==> src/rtl/nova_mem_arbiter.sv <==
`default_nettype none
// ============================================================================
//  Module   : nova_mem_arbiter
//  Purpose  : Shares the single-port Nova main memory between the CPU and the
//             data-channel (DMA) port. One registered access per grant. The
//             data channel has priority, and a burst limit makes sure the CPU
//             still gets a slot.
//  Options  : NOVA_ARB_STATS_EN adds per-requester completion counters
//             (cpu_cnt / dch_cnt).
//  Revision : 1.0  initial release
// ============================================================================
module nova_mem_arbiter #(
  parameter int ADDR_W    = 16,
  parameter int DCH_BURST = 4
) (
  input  logic        pclk,
  input  logic        prst,
  input  logic        cpu_req,
  input  logic        cpu_we,
  input  logic [15:0] cpu_adr,
  input  logic [15:0] cpu_din,
  output logic        cpu_ack,
  output logic [15:0] cpu_dout,
  input  logic        dch_req,
  input  logic        dch_we,
  input  logic [15:0] dch_adr,
  input  logic [15:0] dch_din,
  output logic        dch_ack,
  output logic [15:0] dch_dout,
  output logic [15:0] mm_adr,
  output logic        mm_we,
  output logic [15:0] mm_din,
  input  logic [15:0] mm_dout,
`ifdef NOVA_ARB_STATS_EN
  output logic [15:0] cpu_cnt,
  output logic [15:0] dch_cnt,
`endif
  output logic        busy
);

  // Keeps only the low ADDR_W address bits; upper port bits read as zero.
  localparam logic [15:0] ADR_MASK  = 16'hFFFF >> (16 - ADDR_W);
  localparam logic [3:0]  BURST_MAX = 4'(DCH_BURST);

  typedef enum logic [1:0] {
    ST_IDLE = 2'd0,
    ST_ACC  = 2'd1,
    ST_DONE = 2'd2
  } state_t;

  state_t     state;
  state_t     state_nxt;
  logic       grant_cpu;
  logic       grant_dch;
  logic       lat_dch;     // owner of the in-flight access (1 = data channel)
  logic       lat_we;      // latched write flag of the in-flight access
  logic [3:0] burst_cnt;   // consecutive DCH grants made while the CPU waited

  assign busy = (state != ST_IDLE);

  // Next-state, arbitration and per-state outputs
  always_comb begin
    state_nxt = state;
    grant_cpu = 1'b0;
    grant_dch = 1'b0;
    cpu_ack   = 1'b0;
    dch_ack   = 1'b0;
    mm_we     = 1'b0;
    case (state)
      ST_IDLE: begin
        // DCH wins unless the CPU has already waited through a full burst.
        if (dch_req && !(cpu_req && (burst_cnt == BURST_MAX))) begin
          grant_dch = 1'b1;
        end else if (cpu_req) begin
          grant_cpu = 1'b1;
        end
        if (grant_dch || grant_cpu) begin
          state_nxt = ST_ACC;
        end
      end
      ST_ACC: begin
        mm_we     = lat_we;
        state_nxt = ST_DONE;
      end
      ST_DONE: begin
        cpu_ack   = ~lat_dch;
        dch_ack   = lat_dch;
        state_nxt = ST_IDLE;
      end
      default: begin
        state_nxt = ST_IDLE;
      end
    endcase
  end

  // State register
  always_ff @(posedge pclk) begin
    if (!prst) begin
      state <= ST_IDLE;
    end else begin
      state <= state_nxt;
    end
  end

  // Latch the granted access onto the memory bus and track the DCH burst
  always_ff @(posedge pclk) begin
    if (!prst) begin
      lat_dch   <= 1'b0;
      lat_we    <= 1'b0;
      mm_adr    <= 16'h0000;
      mm_din    <= 16'h0000;
      burst_cnt <= 4'd0;
    end else begin
      if (grant_dch) begin
        lat_dch <= 1'b1;
        lat_we  <= dch_we;
        mm_adr  <= dch_adr & ADR_MASK;
        mm_din  <= dch_din;
      end else if (grant_cpu) begin
        lat_dch <= 1'b0;
        lat_we  <= cpu_we;
        mm_adr  <= cpu_adr & ADR_MASK;
        mm_din  <= cpu_din;
      end
      // The count only moves in IDLE; a CPU grant or an absent CPU request
      // means the CPU is no longer being starved.
      if (state == ST_IDLE) begin
        if (grant_cpu || !cpu_req) begin
          burst_cnt <= 4'd0;
        end else if (grant_dch && (burst_cnt != BURST_MAX)) begin
          burst_cnt <= burst_cnt + 4'd1;
        end
      end
    end
  end

  // Capture read data for the owner on the edge that ends ACC
  always_ff @(posedge pclk) begin
    if (!prst) begin
      cpu_dout <= 16'h0000;
      dch_dout <= 16'h0000;
    end else if ((state == ST_ACC) && !lat_we) begin
      if (lat_dch) begin
        dch_dout <= mm_dout;
      end else begin
        cpu_dout <= mm_dout;
      end
    end
  end

`ifdef NOVA_ARB_STATS_EN
  // Completion counters, one per requester, wrapping at 16 bits
  always_ff @(posedge pclk) begin
    if (!prst) begin
      cpu_cnt <= 16'h0000;
      dch_cnt <= 16'h0000;
    end else begin
      if (cpu_ack) begin
        cpu_cnt <= cpu_cnt + 16'd1;
      end
      if (dch_ack) begin
        dch_cnt <= dch_cnt + 16'd1;
      end
    end
  end
`endif

endmodule
`default_nettype wire

==> config.mk <==
export PLATFORM = sky130hd
export DESIGN_NAME = nova_mem_arbiter
export DESIGN_NICKNAME = d
export VERILOG_FILES = /design/src/rtl/nova_mem_arbiter.sv
export SDC_FILE = /design/constraint.sdc
export NUM_CORES = 1
export LEC_CHECK = 0
export ABC_AREA = 1
export CORE_MARGIN = 1.5
export CORE_UTILIZATION = 46
export DETAILED_ROUTE_END_ITERATION = 8
export GPL_TIMING_DRIVEN = 1
export PLACE_DENSITY = 0.93
export SLEW_MARGIN = 20
export SYNTH_ARGS = -nofsm -noshare
export SYNTH_HDL_FRONTEND = slang
export SYNTH_SLANG_ARGS = --single-unit
export TNS_END_PERCENT = 10
==> constraint.sdc <==
create_clock -name pclk -period 2.56 [get_ports pclk]
set_input_delay 0.512 -clock pclk [delete_from_list [all_inputs] [get_ports pclk]]
set_output_delay 0.512 -clock pclk [all_outputs]
set_load 0.02 [all_outputs]
==> results_dict.tcl <==
set metrics [dict create \
    setup_repair_after_global_routing_missed_its_margin "false" \
    holdCritPathClass "reg2reg" \
    timing.critical_path.cells "inv_1 -> nor3_1 -> clkdlybuf4s50_1" \
    instances_no_fill 760 \
    floorplan.rows 31 \
    crit_buf_inv 2 \
    tritoncts_clock_tree "done" \
    critical_path_peak_fanout 4 \
    timing.final.max_slew_violations 0 \
    cts-resized-gates 0 \
    cap_viol_max_count 0 \
    postRouteWirelength_um 10400 \
    dr.pass1.iters 5 \
    critPathLaunchType "flip-flop" \
    power_density_nw_per_um2 596 \
    finClkSkew_ps 18.7 \
    status "complete, no violations" \
    crit_end "dch_ack" \
    die_footprint_um2 8130 \
    clock_latency_ps 350 \
    clk_tree_root_cell "sky130_fd_sc_hd__clkbuf_8" \
    dieHeight_um 90.2 \
    numPlacedInstances 744 \
    postSynthNetCount 599 \
    starting_density_of_the_core_pct 47.9 \
    routed_via_density 5.00 \
    fp.dieW_um 90.2 \
    seq_total_area_yosys_pct 41.2 \
    grt_max_degree 41 \
    yosysUniqueCellTypes 26 \
    reg2reg_depth 7 \
    syn_avg_cell_area_um2 6.84 \
    worst_ep_arrival_time_ps 1850 \
    detailed_place_hpwl_um 7390 \
    gp_congestion 0.798 \
    postSynthCellCount 511 \
    cts_hold_repair.buffers 0 \
    timing.setup.critical_path_class "reg2out" \
    max-clock-path-buffers 2 \
    fp.coreArea_um2 7290 \
    final_common_cell "sky130_fd_sc_hd__clkdlybuf4s50_1" \
    first_global_vias 3805 \
    timing.critical_path.slowest_cell_delay_ps 650 \
    path_delay_family "buffers and inverters" \
    buffer_count_from_post_cts_setup_fixing 0 \
    cts_buffers 9 \
    nets 744 \
    clock-sinks 72 \
    critical_path.endpoint_type "output pin" \
    critical_path_data_required_time_ps 2050 \
    drtIter0Drc 192 \
    worstSetupStartpoint "lat_dch$_SDFFE_PN0P_" \
    setup-violations-final 0 \
    cpMaxStageDelayCell "sky130_fd_sc_hd__clkdlybuf4s50_1" \
    synth-seq-cells 72 \
    reg2reg_slack_ps 960 \
    share_of_post_route_cells_with_drive_strength_above_1_pct 9.38 \
    report.final.hold_viol_count 0 \
    layout_common_cells "sky130_fd_sc_hd__clkdlybuf4s50_1 (152), sky130_fd_sc_hd__nand2_1 (136), sky130_fd_sc_hd__inv_1 (75), sky130_fd_sc_hd__dfxtp_1 (72), sky130_fd_sc_hd__nor2_1 (53)" \
    irDropWorstVdd_uv 296 \
    drtAntennaViolNets 0 \
    timing_worst_slew_pin_value_ps 432 \
    r2r_end "mm_adr[14]$_SDFFE_PN0P_" \
    grt.overflow.total 0 \
    number_of_antenna_violations_at_the_first_check_in_global_routing 0 \
    number_of_placed_i_o_pins 154 \
    number_of_warnings_issued_by_yosys 0 \
    slew_headroom_pct 71.2 \
    regToRegStartpoint "state[1]$_SDFFE_PN0P_" \
    grt_first_pass_wirelength_um 17200 \
    sum_of_negative_setup_slack_ps 0 \
    drcViolationCount 0 \
    power.static_leakage_nw 2.42 \
    detail_route.wl_per_cell_um 13.6 \
    path_clk_slew_ps 90 \
    whs_path_depth 2 \
    global_route.usage.total_pct 25.8 \
    maxClockFrequency_mhz 423 \
    htreeDepth 3 \
    path_depth 3 \
    final.period_utilization_pct 92.2 \
    insertedDiodeCount 0 \
    post-route-min-period_ps 2360 \
    detailroute.via_count 3802 \
    portBuffers 153 \
    area_growth_pct 51.5 \
    synth_area_um2 3500 \
]
how the worst min path moves through the flow:
stage / start / endpoint / slack [ps]
3_3_place_gp: cpu_dout[4]$_SDFFE_PN0P_ / cpu_dout[4]$_SDFFE_PN0P_ / 480
3_5_place_dp: cpu_dout[4]$_SDFFE_PN0P_ / cpu_dout[4]$_SDFFE_PN0P_ / 490
2_1_floorplan: burst_cnt[3]$_SDFFE_PN0P_ / burst_cnt[3]$_SDFFE_PN0P_ / 480
6_report: cpu_dout[4]$_SDFFE_PN0P_ / cpu_dout[4]$_SDFFE_PN0P_ / 510
5_1_grt: mm_din[1]$_SDFFE_PN0P_ / mm_din[1]$_SDFFE_PN0P_ / 550
4_1_cts: cpu_dout[4]$_SDFFE_PN0P_ / cpu_dout[4]$_SDFFE_PN0P_ / 510
layout make-up:
cell class,count,area [µm²]
Clock buffer,9,124
Timing Repair Buffer,165,1630
Sequential cell,72,1440
Fill cell,570,2000
Multi-Input combinational cell,329,1570
Inverter,79,302
Tap cell,99,124
Clock inverter,7,103
synth_stat cells:
cell type                    n  area share, %
sky130_fd_sc_hd__nand2_1   136             15
sky130_fd_sc_hd__nand3_1     2           0.29
sky130_fd_sc_hd__nand4_1    35            6.3
sky130_fd_sc_hd__o21ai_2     1           0.25
sky130_fd_sc_hd__nor3_1      2           0.29
sky130_fd_sc_hd__nor2_2     20            3.6
sky130_fd_sc_hd__ha_1        2           0.72
sky130_fd_sc_hd__nand4_2     1           0.36
sky130_fd_sc_hd__buf_2       9            1.3
sky130_fd_sc_hd__buf_4       6            1.3
sky130_fd_sc_hd__xor2_1      2           0.50
sky130_fd_sc_hd__a21oi_1    35            5.0
sky130_fd_sc_hd__buf_1       1           0.11
sky130_fd_sc_hd__inv_2       2           0.21
sky130_fd_sc_hd__nor2_8      2            1.1
sky130_fd_sc_hd__nand2_4     1           0.32
sky130_fd_sc_hd__clkbuf_1   11            1.2
sky130_fd_sc_hd__nand3_2     1           0.29
sky130_fd_sc_hd__o21ai_1    11            1.6
sky130_fd_sc_hd__inv_1      75            8.1
sky130_fd_sc_hd__inv_4       2           0.36
sky130_fd_sc_hd__buf_6       4            1.3
sky130_fd_sc_hd__dfxtp_1    72             41
sky130_fd_sc_hd__nor2_4      3           0.97
sky130_fd_sc_hd__nor2_1     53            5.7
sky130_fd_sc_hd__o21ai_0    22            3.1
logic make-up (layout without fill, tap and decap cells):
| group | count (synthesis) | in the layout | share of synthesized area, % |
|---|---|---|---|
| AO/OA/AOI/OAI | 69 | 69 | 9.99 |
| XOR/XNOR | 2 | 2 | 0.501 |
| adder cells (fa/ha/maj) | 2 | 2 | 0.716 |
| buffers and inverters | 110 | 260 | 13.8 |
| flip-flops | 72 | 72 | 41.2 |
| AND/OR/NAND/NOR | 256 | 256 | 33.8 |
report_power, final:
part	switching [W]	leakage [nW]	total [W]	internal (W)
Sequential	0.0000563	0.591	0.00127	0.00122
Clock	0.000466	0.116	0.00103	0.000561
Combinational	0.000458	1.72	0.000854	0.000397
registers in the layout, summed over array words and instances, names as in the netlist:
name and count:
burst_cnt 4, cpu_dout 16, dch_dout 16, lat_dch 1, lat_we 1, mm_adr 16
mm_din 16, state 2
per-stage QoR:
stage / instance area (µm²) / power (W) / worst slack [ps] / hold WS [ps] / util [%]
5_1_grt: 5300 / 0.00330 / 146 / 548 / 72.6
4_1_cts: 5300 / 0.00317 / 185 / 511 / 72.6
3_5_place_dp: 5070 / 0.00215 / 569 / 486 / 69.5
6_report: 5300 / 0.00315 / 199 / 508 / 72.6
3_3_place_gp: 5070 / 0.00212 / 608 / 476 / 69.5
2_1_floorplan: 3500 / 0.00175 / 933 / 479 / -
metal layers:
metal  vias up  global-route usage (%)  wire length [µm]
li1       1871                       -                 -
met1      1734                    29.2              4130
met2       167                    46.1              5300
met3        30                    5.08               611
met4         0                    12.2               331
met5         -                       0                 0
worst min-delay path, cell delays in order (launching register included):
cell and delay, ps:
sky130_fd_sc_hd__dfxtp_1 340, sky130_fd_sc_hd__o21ai_1 70, sky130_fd_sc_hd__nor2_1 70
Power figures use the tool's default switching activity.
